<file path="src/rtl/mc_control_unit.sv">
// mc_control_unit: multi-cycle Moore controller for the RISC-V core.
// Combines the main instruction sequencer with the ALU operation decoder
// and keeps a wrapping count of retired instructions.
//
// Handshakes:
//   fetch:  an instruction is accepted on a cycle where
//           instr_valid_i & instr_ready_o are both high.
//   memory: a MEM_RD/MEM_WR access completes on a cycle where mem_ready_i is high
//           (with MEM_WAIT = 0 the access always completes after one cycle).
module mc_control_unit #(
    parameter int CNT_W    = 16,
    parameter bit MEM_WAIT = 1'b1
) (
    input  logic             clk_i,
    input  logic             rst_ni,
    input  logic             instr_valid_i,
    input  logic [6:0]       opcode_i,
    input  logic [3:0]       funct_i,
    input  logic             mem_ready_i,
    output logic             instr_ready_o,
    output logic             ir_write_o,
    output logic             pc_write_o,
    output logic             branch_o,
    output logic             alu_src_b_o,
    output logic [3:0]       alu_operation_o,
    output logic             mem_read_o,
    output logic             mem_write_o,
    output logic             mem_to_reg_o,
    output logic             reg_write_o,
    output logic             illegal_o,
    output logic [CNT_W-1:0] retired_o,
    output logic [3:0]       state_o
);

    typedef enum logic [3:0] {
        S_FETCH    = 4'd0,
        S_DECODE   = 4'd1,
        S_MEM_ADDR = 4'd2,
        S_MEM_RD   = 4'd3,
        S_MEM_WB   = 4'd4,
        S_MEM_WR   = 4'd5,
        S_EXEC_R   = 4'd6,
        S_EXEC_I   = 4'd7,
        S_ALU_WB   = 4'd8,
        S_BRANCH   = 4'd9,
        S_TRAP     = 4'd10
    } state_e;

    localparam logic [6:0] OP_LOAD  = 7'b0000011;
    localparam logic [6:0] OP_STORE = 7'b0100011;
    localparam logic [6:0] OP_RTYPE = 7'b0110011;
    localparam logic [6:0] OP_ITYPE = 7'b0010011;
    localparam logic [6:0] OP_BEQ   = 7'b1100011;

    localparam logic [3:0] ALU_AND = 4'b0000;
    localparam logic [3:0] ALU_OR  = 4'b0001;
    localparam logic [3:0] ALU_ADD = 4'b0010;
    localparam logic [3:0] ALU_XOR = 4'b0011;
    localparam logic [3:0] ALU_SUB = 4'b0110;
    localparam logic [3:0] ALU_SLT = 4'b0111;
    localparam logic [3:0] ALU_SLL = 4'b1000;
    localparam logic [3:0] ALU_SRL = 4'b1001;
    localparam logic [3:0] ALU_SRA = 4'b1010;

    state_e             state_q, state_d;
    logic [6:0]         opcode_q;
    logic [3:0]         funct_q;
    logic               illegal_q;
    logic [CNT_W-1:0]   retired_q;
    logic               fetch_hs;
    logic               mem_done;
    logic               retire;

    // R-type map; unlisted funct codes fall back to ADD rather than trapping.
    function automatic logic [3:0] r_alu(input logic [3:0] f);
        case (f)
            4'b0000: r_alu = ALU_ADD;
            4'b1000: r_alu = ALU_SUB;
            4'b0111: r_alu = ALU_AND;
            4'b0110: r_alu = ALU_OR;
            4'b0100: r_alu = ALU_XOR;
            4'b0010: r_alu = ALU_SLT;
            4'b0001: r_alu = ALU_SLL;
            4'b0101: r_alu = ALU_SRL;
            4'b1101: r_alu = ALU_SRA;
            default: r_alu = ALU_ADD;
        endcase
    endfunction

    // I-type: instr[30] only distinguishes SRL/SRA; elsewhere it is immediate bits.
    function automatic logic [3:0] i_alu(input logic [3:0] f);
        if (f[2:0] == 3'b101) i_alu = r_alu(f);
        else                  i_alu = r_alu({1'b0, f[2:0]});
    endfunction

    assign fetch_hs = (state_q == S_FETCH) && instr_valid_i;
    assign mem_done = (MEM_WAIT == 1'b0) || mem_ready_i;
    assign retire   = (state_q != S_FETCH) && (state_d == S_FETCH);

    // State register.
    always_ff @(posedge clk_i or negedge rst_ni) begin
        if (!rst_ni) state_q <= S_FETCH;
        else         state_q <= state_d;
    end

    // Latched instruction fields, sticky illegal flag and retire counter.
    always_ff @(posedge clk_i or negedge rst_ni) begin
        if (!rst_ni) begin
            opcode_q  <= '0;
            funct_q   <= '0;
            illegal_q <= 1'b0;
            retired_q <= '0;
        end else begin
            if (fetch_hs) begin
                opcode_q <= opcode_i;
                funct_q  <= funct_i;
            end
            if ((state_q == S_DECODE) && (state_d == S_TRAP)) illegal_q <= 1'b1;
            if (retire) retired_q <= retired_q + {{(CNT_W-1){1'b0}}, 1'b1};
        end
    end

    // Next-state decode from the latched opcode.
    always_comb begin
        state_d = state_q;
        unique case (state_q)
            S_FETCH:    if (instr_valid_i) state_d = S_DECODE;
            S_DECODE: begin
                case (opcode_q)
                    OP_LOAD, OP_STORE: state_d = S_MEM_ADDR;
                    OP_RTYPE:          state_d = S_EXEC_R;
                    OP_ITYPE:          state_d = S_EXEC_I;
                    OP_BEQ:            state_d = S_BRANCH;
                    default:           state_d = S_TRAP;
                endcase
            end
            S_MEM_ADDR: state_d = (opcode_q == OP_LOAD) ? S_MEM_RD : S_MEM_WR;
            S_MEM_RD:   if (mem_done) state_d = S_MEM_WB;
            S_MEM_WR:   if (mem_done) state_d = S_FETCH;
            S_MEM_WB:   state_d = S_FETCH;
            S_EXEC_R:   state_d = S_ALU_WB;
            S_EXEC_I:   state_d = S_ALU_WB;
            S_ALU_WB:   state_d = S_FETCH;
            S_BRANCH:   state_d = S_FETCH;
            S_TRAP:     state_d = S_TRAP;
            default:    state_d = S_FETCH;
        endcase
    end

    // Moore outputs from the registered state; only ir/pc write see instr_valid.
    always_comb begin
        instr_ready_o   = 1'b0;
        ir_write_o      = 1'b0;
        pc_write_o      = 1'b0;
        branch_o        = 1'b0;
        alu_src_b_o     = 1'b0;
        alu_operation_o = ALU_ADD;
        mem_read_o      = 1'b0;
        mem_write_o     = 1'b0;
        mem_to_reg_o    = 1'b0;
        reg_write_o     = 1'b0;
        unique case (state_q)
            S_FETCH: begin
                instr_ready_o = 1'b1;
                ir_write_o    = instr_valid_i;
                pc_write_o    = instr_valid_i;
            end
            S_MEM_ADDR: alu_src_b_o = 1'b1;
            S_MEM_RD:   mem_read_o  = 1'b1;
            S_MEM_WR:   mem_write_o = 1'b1;
            S_MEM_WB: begin
                mem_to_reg_o = 1'b1;
                reg_write_o  = 1'b1;
            end
            S_EXEC_R:   alu_operation_o = r_alu(funct_q);
            S_EXEC_I: begin
                alu_src_b_o     = 1'b1;
                alu_operation_o = i_alu(funct_q);
            end
            S_ALU_WB: begin
                reg_write_o = 1'b1;
                if (opcode_q == OP_ITYPE) begin
                    alu_src_b_o     = 1'b1;
                    alu_operation_o = i_alu(funct_q);
                end else begin
                    alu_operation_o = r_alu(funct_q);
                end
            end
            S_BRANCH: begin
                branch_o        = 1'b1;
                alu_operation_o = ALU_SUB;
            end
            default: ;
        endcase
    end

    assign illegal_o = illegal_q;
    assign retired_o = retired_q;
    assign state_o   = state_q;

endmodule
</file>
<file path="config.mk">
export PLATFORM = sky130hd
export DESIGN_NAME = mc_control_unit
export DESIGN_NICKNAME = d
export VERILOG_FILES = /design/src/rtl/mc_control_unit.sv
export SDC_FILE = /design/constraint.sdc
export NUM_CORES = 1
export LEC_CHECK = 0
export CELL_PAD_IN_SITES_DETAIL_PLACEMENT = 0
export CELL_PAD_IN_SITES_GLOBAL_PLACEMENT = 1
export CORE_AREA = 2 2 77 79
export CTS_BUF_LIST = sky130_fd_sc_hd__clkbuf_4
export DETAILED_ROUTE_END_ITERATION = 10
export DIE_AREA = 0 0 79 81
export PLACE_DENSITY = 0.72
export SETUP_SLACK_MARGIN = 0.1
export SYNTH_ARGS = -nofsm -noshare
export SYNTH_HDL_FRONTEND = slang
export SYNTH_SLANG_ARGS = --single-unit
</file>
<file path="constraint.sdc">
create_clock -name clk_i -period 2.3 [get_ports clk_i]
set_input_delay 0.345 -clock clk_i [delete_from_list [all_inputs] [get_ports clk_i]]
set_output_delay 0.345 -clock clk_i [all_outputs]
set_load 0.05 [all_outputs]
</file>
# [After elaboration in Yosys (flattened, before gate mapping)]
# Memories as Yosys holds them, arrays and structs flattened.
# Index checks and enable logic that the tools add are counted.
[word_totals] mem_count=4 elab_cells=62 ff_bits=32 rom_bits=256
[mem_list] memory="(name not given)" depth=16 width=4 read_ports=1 rd_ports_with_merged_regs=0 wr=0 line="76" rtl="case (f)"
[mem_list] memory="(name not given)" depth=16 width=4 read_ports=1 rd_ports_with_merged_regs=0 wr=0 line="76"
[mem_list] memory="(name not given)" depth=16 width=4 read_ports=1 rd_ports_with_merged_regs=0 wr=0 line="76"
[mem_list] memory="(name not given)" depth=16 width=4 read_ports=1 rd_ports_with_merged_regs=0 wr=0 line="76"
[classes] n_eq_ne=22 n_addsub=1 mux=20 n_reduce_logical=10
[ops] operator="$pmux W4 S4" count=2
[ops] operator="$pmux W4 S7" count=1
[ops] operator="$mux W4" count=6
[ops] operator="$pmux W4 S5" count=1
[ops] operator="$add A16 B1 Y16 const B" count=1
[ops] operator="$eq A4 B3 Y1 const B" count=4
[ops] operator="$eq A4 B4 Y1 const B" count=4
[ops] operator="$eq A7 B6 Y1 const B" count=2
[ops] operator="$eq A3 B3 Y1 const B" count=4
[ops] operator="$eq A4 B2 Y1 const B" count=2
[ops] operator="$logic_not A4 Y1" count=2
[ops] operator="$mux W1" count=8
[ops] operator="$reduce_or A2 Y1" count=4
[ops] operator="$eq A7 B2 Y1 const B" count=1
[ops] operator="$eq A7 B5 Y1 const B" count=1
[ops] operator="$eq A7 B7 Y1 const B" count=1
[ops] operator="$eq A4 B1 Y1 const B" count=1
[ops] operator="$reduce_bool A4 Y1" count=1
[ops] operator="$eq A3 B1 Y1 const B" count=1
[ops] operator="$eq A3 B2 Y1 const B" count=1
[ops] operator="$logic_and A1 B1 Y1" count=3
[ops] operator="$mux W3" count=1
[ops] operator="$pmux W1 S2" count=1

# [Logic depth before layout (Yosys ltp)]
[depth] ltp_word=6 ltp_mapped=8 mapped_depth_nobuf=6

# [Worst setup path after synthesis]
# No wires, ideal clock.
[synth_path] kind="reg2out" from="register state_q[1], in the netlist state_o[1]" to="output port pc_write_o" path_stages_with_launch=9 slack_ns=-1.361 required_ns=1.955 arrival_time_ns=3.316 cell_sequence="dfrtp_1 -> buf_6 -> inv_1 -> nand2_1 -> nor3_1 -> nand2_1 -> clkbuf_1 -> inv_1 -> buf_4"
[synth_between] elab_chain_len=2
[synth_lines] item="from (decl)" line="65" rtl="state_e state_q, state_d;"
[synth_lines] item="from (signal assigned)" line="103" rtl="else state_q <= state_d;"
[synth_lines] item="$logic_not A4 Y1"
[synth_lines] item="$mux W1"
[synth_lines] item="to (decl)" line="22" rtl="output logic pc_write_o,"
# No other way between the ends.

# [Final worst setup path]
[layout_path] from="register opcode_q[3]" to="register retired_q[5], in the netlist retired_o[5]"
[layout_between] elab_chain_len=6 elab_cells_between_ends=11
[layout_lines] item="from (decl)" line="66" rtl="logic [6:0] opcode_q;"
[layout_lines] item="from (signal assigned)" line="115" rtl="opcode_q <= opcode_i;"
[layout_lines] item="$eq A7 B2 Y1 or $eq A7 B6 Y1 (tied branches)" line="129, 137"
[layout_lines] item="$reduce_or A2 Y1" line="129" rtl="case (opcode_q)"
[layout_lines] item="$pmux W4 S4" line="129"
[layout_lines] item="$pmux W4 S7 (*)" line="126" rtl="unique case (state_q)"
[layout_lines] item="named net state_d[2]" line="65"
[layout_lines] item="$logic_not A4 Y1 (*)" line="98" rtl="assign retire = (state_q != S_FETCH) && (state_d == S_FETCH);"
[layout_lines] item="$logic_and A1 B1 Y1 (*)" line="98"
[layout_lines] item="to (signal assigned)" line="119" rtl="if (retire) retired_q <= retired_q + {{(CNT_W-1){1'b0}}, 1'b1};"
[layout_lines] item="to (decl)" line="69" rtl="logic [CNT_W-1:0] retired_q;"
# The timed path passes the listed nets; every way through them passes the cells marked *.
# A chain may end at the register's enable or synchronous reset.

==> impl_results.md <==
- Gpl congestion: 0.800
- Final hold slack: 395 ps
- Worst hold path type: in2async
- IO Port Bufs: 48
- Die X: 79 microns
- Critical path's largest stage delay: around 580 ps
- CP Data Required Time: 2560 ps
- Largest net degree at the start of global routing: 33
- FF/Latch Area: 807 sq um
- Max Cap Violations: 0
- Final hold violations: 0
- Worst setup margin: -73.6 ps
- Final Skew: 8.73 ps
- Synth Area per Inst: ~10 sq um
- I/O pin total: between 40 and 50
- Max-slew violations: 0
- Die height: 81 microns
- Worst r2r path cells: 9
- DIE AREA: 0.00640 sq mm
- FF-to-FF End: retired_o[5]
- Worst-path clk slew: around 110 ps
- Vias in the first global route: around 1600
- Most frequent CP cell: buf_6
- Maximum VDD drop: 0.629 mV
- 1st-pass router iterations: 4
- Clock Latency Late Sink: 340 ps
- Longest Clk Path Bufs: 2
- Post-synthesis net count: 194
- Final setup vio count: 6
- Number of flops mapped to enable cells by yosys: 0
- TritonCTS clock tree: yes
- Layout Utilization: 53.8%
- Total power draw: ~0.0040 W
- Register-to-register setup slack: -70 ps
- Slowest-stage cell, CP: or4b_4
- Crit path cell chain: buf_6 -> buf_6 -> nand4bb_4 -> o31ai_4 -> nand4_1 -> or4b_4 -> buf_12 -> nor3_4 -> xor2_1
- Via count: 1672
- Max Fclk: approximately 0.42 GHz
- Post-layout nets: 278
- Lkg Pwr: 1.34 nW
- Pwr dens: about 1300 mW/mm^2
- Root buffer cell: clkbuf_4
- # clock sinks: 32
- Total CTS buffers: 5
- Crit path DAT: 2640 ps
- Core area: 0.00568 sq mm
- Minimum clock period: 2370 ps
- Initial antenna violation count: 0
- RR Startpoint: opcode_q[3]
- Ant diodes: 0
- Ys flop type: dfrtp_1
- WS Path Type: reg2reg
- Most frequent cells in the layout: 35 x clkdlybuf4s50_1, 35 x buf_4, 27 x dfrtp_1
- Fillers: 523
- Sequential share of the synthesized area: 44.1%
- Period utilisation layout: 103%
- Routed WL: between 4000 and 5000 microns
- Hpwl dp: ~3200 microns
- Num rows: 28
- Crit start category: flop
- Global-route wire length before repair: between 7000 and 8000 microns
- Post-synth cell types: 47
- Crit end category: flop
- Tot GR Track Use: 15.7%
- Fin area: slightly above 0.003 sq mm
- Initial DRC Count: 74
- Mapped cell area: 0.00182 sq mm
- Area of the multi-input gates: 0.00121 sq mm
- Mapped Cells: between 150 and 200
- Starting Density: 32.0%
- Area grow syn2layout: 68.2%
- # DRC: 0
- Area after DPL: 0.00261 sq mm
- H-tree depth: 2
- Total gr overflow: 0
- Critical-path maximum fanout: 6
- Post-CTS Hold Fix Bufs: 0
- Unrepaired setup endpoints after global routing: true
- Ys async rst share: 100%
- Total number of yosys warnings: 0
- Via density per instance: 4.95
- Antenna violation net count after detailed routing: 0
- Failing checks: negative setup slack
- Status: finished, violations left
- Worst slew margin: 66.0%
- Share of layout cells above drive strength 1: 43.3%
- Mean routed wirelength per cell: 14.1 microns
- Worst-Margin Slew: 509 ps
- #FFs+latches synth: 32
-- synth_stat cells, drive strengths merged, types with 2 or more instances --
| library cell | n | share of area [%] |
|---|---|---|
| a21o | 2 | 0.83 |
| nor3b | 2 | 0.83 |
| or3 | 2 | 0.97 |
| buf | 7 | 2.5 |
| xnor2 | 10 | 5.2 |
| nor2 | 14 | 2.9 |
| mux2 | 11 | 6.8 |
| xor2 | 5 | 2.4 |
| a21oi | 3 | 0.83 |
| a211o | 3 | 1.4 |
| or3b | 2 | 0.97 |
| nor4b | 3 | 1.8 |
| or2 | 2 | 0.69 |
| nand2 | 18 | 3.7 |
| inv | 5 | 1.0 |
| nand2b | 3 | 1.0 |
| and4 | 2 | 0.97 |
| o31ai | 2 | 0.83 |
| and3 | 2 | 0.69 |
| nand4 | 8 | 2.8 |
| o21ai | 8 | 2.2 |
| nand3 | 6 | 1.7 |
| nor4 | 2 | 0.69 |
| dfrtp | 32 | 44 |
| or4b | 3 | 1.7 |
| nor3 | 6 | 1.7 |
| nor2b | 2 | 0.69 |
-- flip-flops by register name, summed over array words and instances (netlist names) --
name / flops
state_o: 4
funct_q: 4
retired_o: 16
illegal_o: 1
opcode_q: 7
-- power by group --
| part | internal, W | total [W] | leakage (nW) | switching (W) |
|---|---|---|---|---|
| logic | 0.00124 | 0.00258 | 0.896 | 0.00134 |
| clock network | 0.000222 | 0.000418 | 0.0403 | 0.000196 |
| registers | 0.000739 | 0.000972 | 0.401 | 0.000233 |
-- final cells by class --
type / count / share of cell area [%]
clock inverters: 3 / 1.23
multi-input cells: 134 / 39.7
repair buffers: 84 / 27.5
clock buffers: 5 / 1.23
flip-flops and latches: 32 / 26.4
inverters: 5 / 0.779
well taps: 75 / 3.07
-- layer usage --
metal	vias up	GRT usage, %	routed length (microns)
li1	815	-	-
met1	807	20.7	2160
met2	45	25.9	2320
met3	5	3.56	225
met4	0	4.66	59
met5	-	0	0
-- worst max path at each step --
stage	startpoint	end	slack (ps)	cells past startpoint
4_1_cts	opcode_q[3]	alu_operation_o[3]	-130	7
6_report	opcode_q[3]	retired_o[5]	-70	9
2_1_floorplan	state_o[1]	retired_o[15]	-200	8
3_5_place_dp	instr_valid_i	retired_o[6]	-380	7
3_3_place_gp	instr_valid_i	retired_o[6]	-360	7
5_1_grt	opcode_q[2]	alu_operation_o[3]	-210	7
-- logic make-up after synthesis --
family / synth area share (%)
fa+ha+maj: 0.689
buf+inv: 3.72
flops: 44.1
xor+xnor: 7.65
mux: 6.82
compound gates: 9.23
simple gates: 27.8
-- critical path: cells and delay by family (launching register included) --
| kind | cells | cell delay, ps |
|---|---|---|
| buf+inv | 3 | 390 |
| simple gates | 4 | 1140 |
| flops | 1 | 400 |
| xor+xnor | 1 | 180 |
| compound gates | 1 | 190 |
-- per-stage QoR --
step           TNS [ps]  setup WS, ps  instances
2_1_floorplan      -770          -200        178
3_3_place_gp      -4960          -357        310
3_5_place_dp      -5110          -382        310
4_1_cts            -564          -126        333
5_1_grt           -1510          -213        338
6_report           -290         -73.6        338
-- timing repair --
action | 4_1_cts | 5_1_grt
pin swaps | 14 | 15
resized for setup | 22 | 22
buffers inserted | 15 | 6
gates cloned | 1 | 0
endpoints found under the setup margin | 21 | 24
No activity file was read; power rests on OpenSTA's default activity.
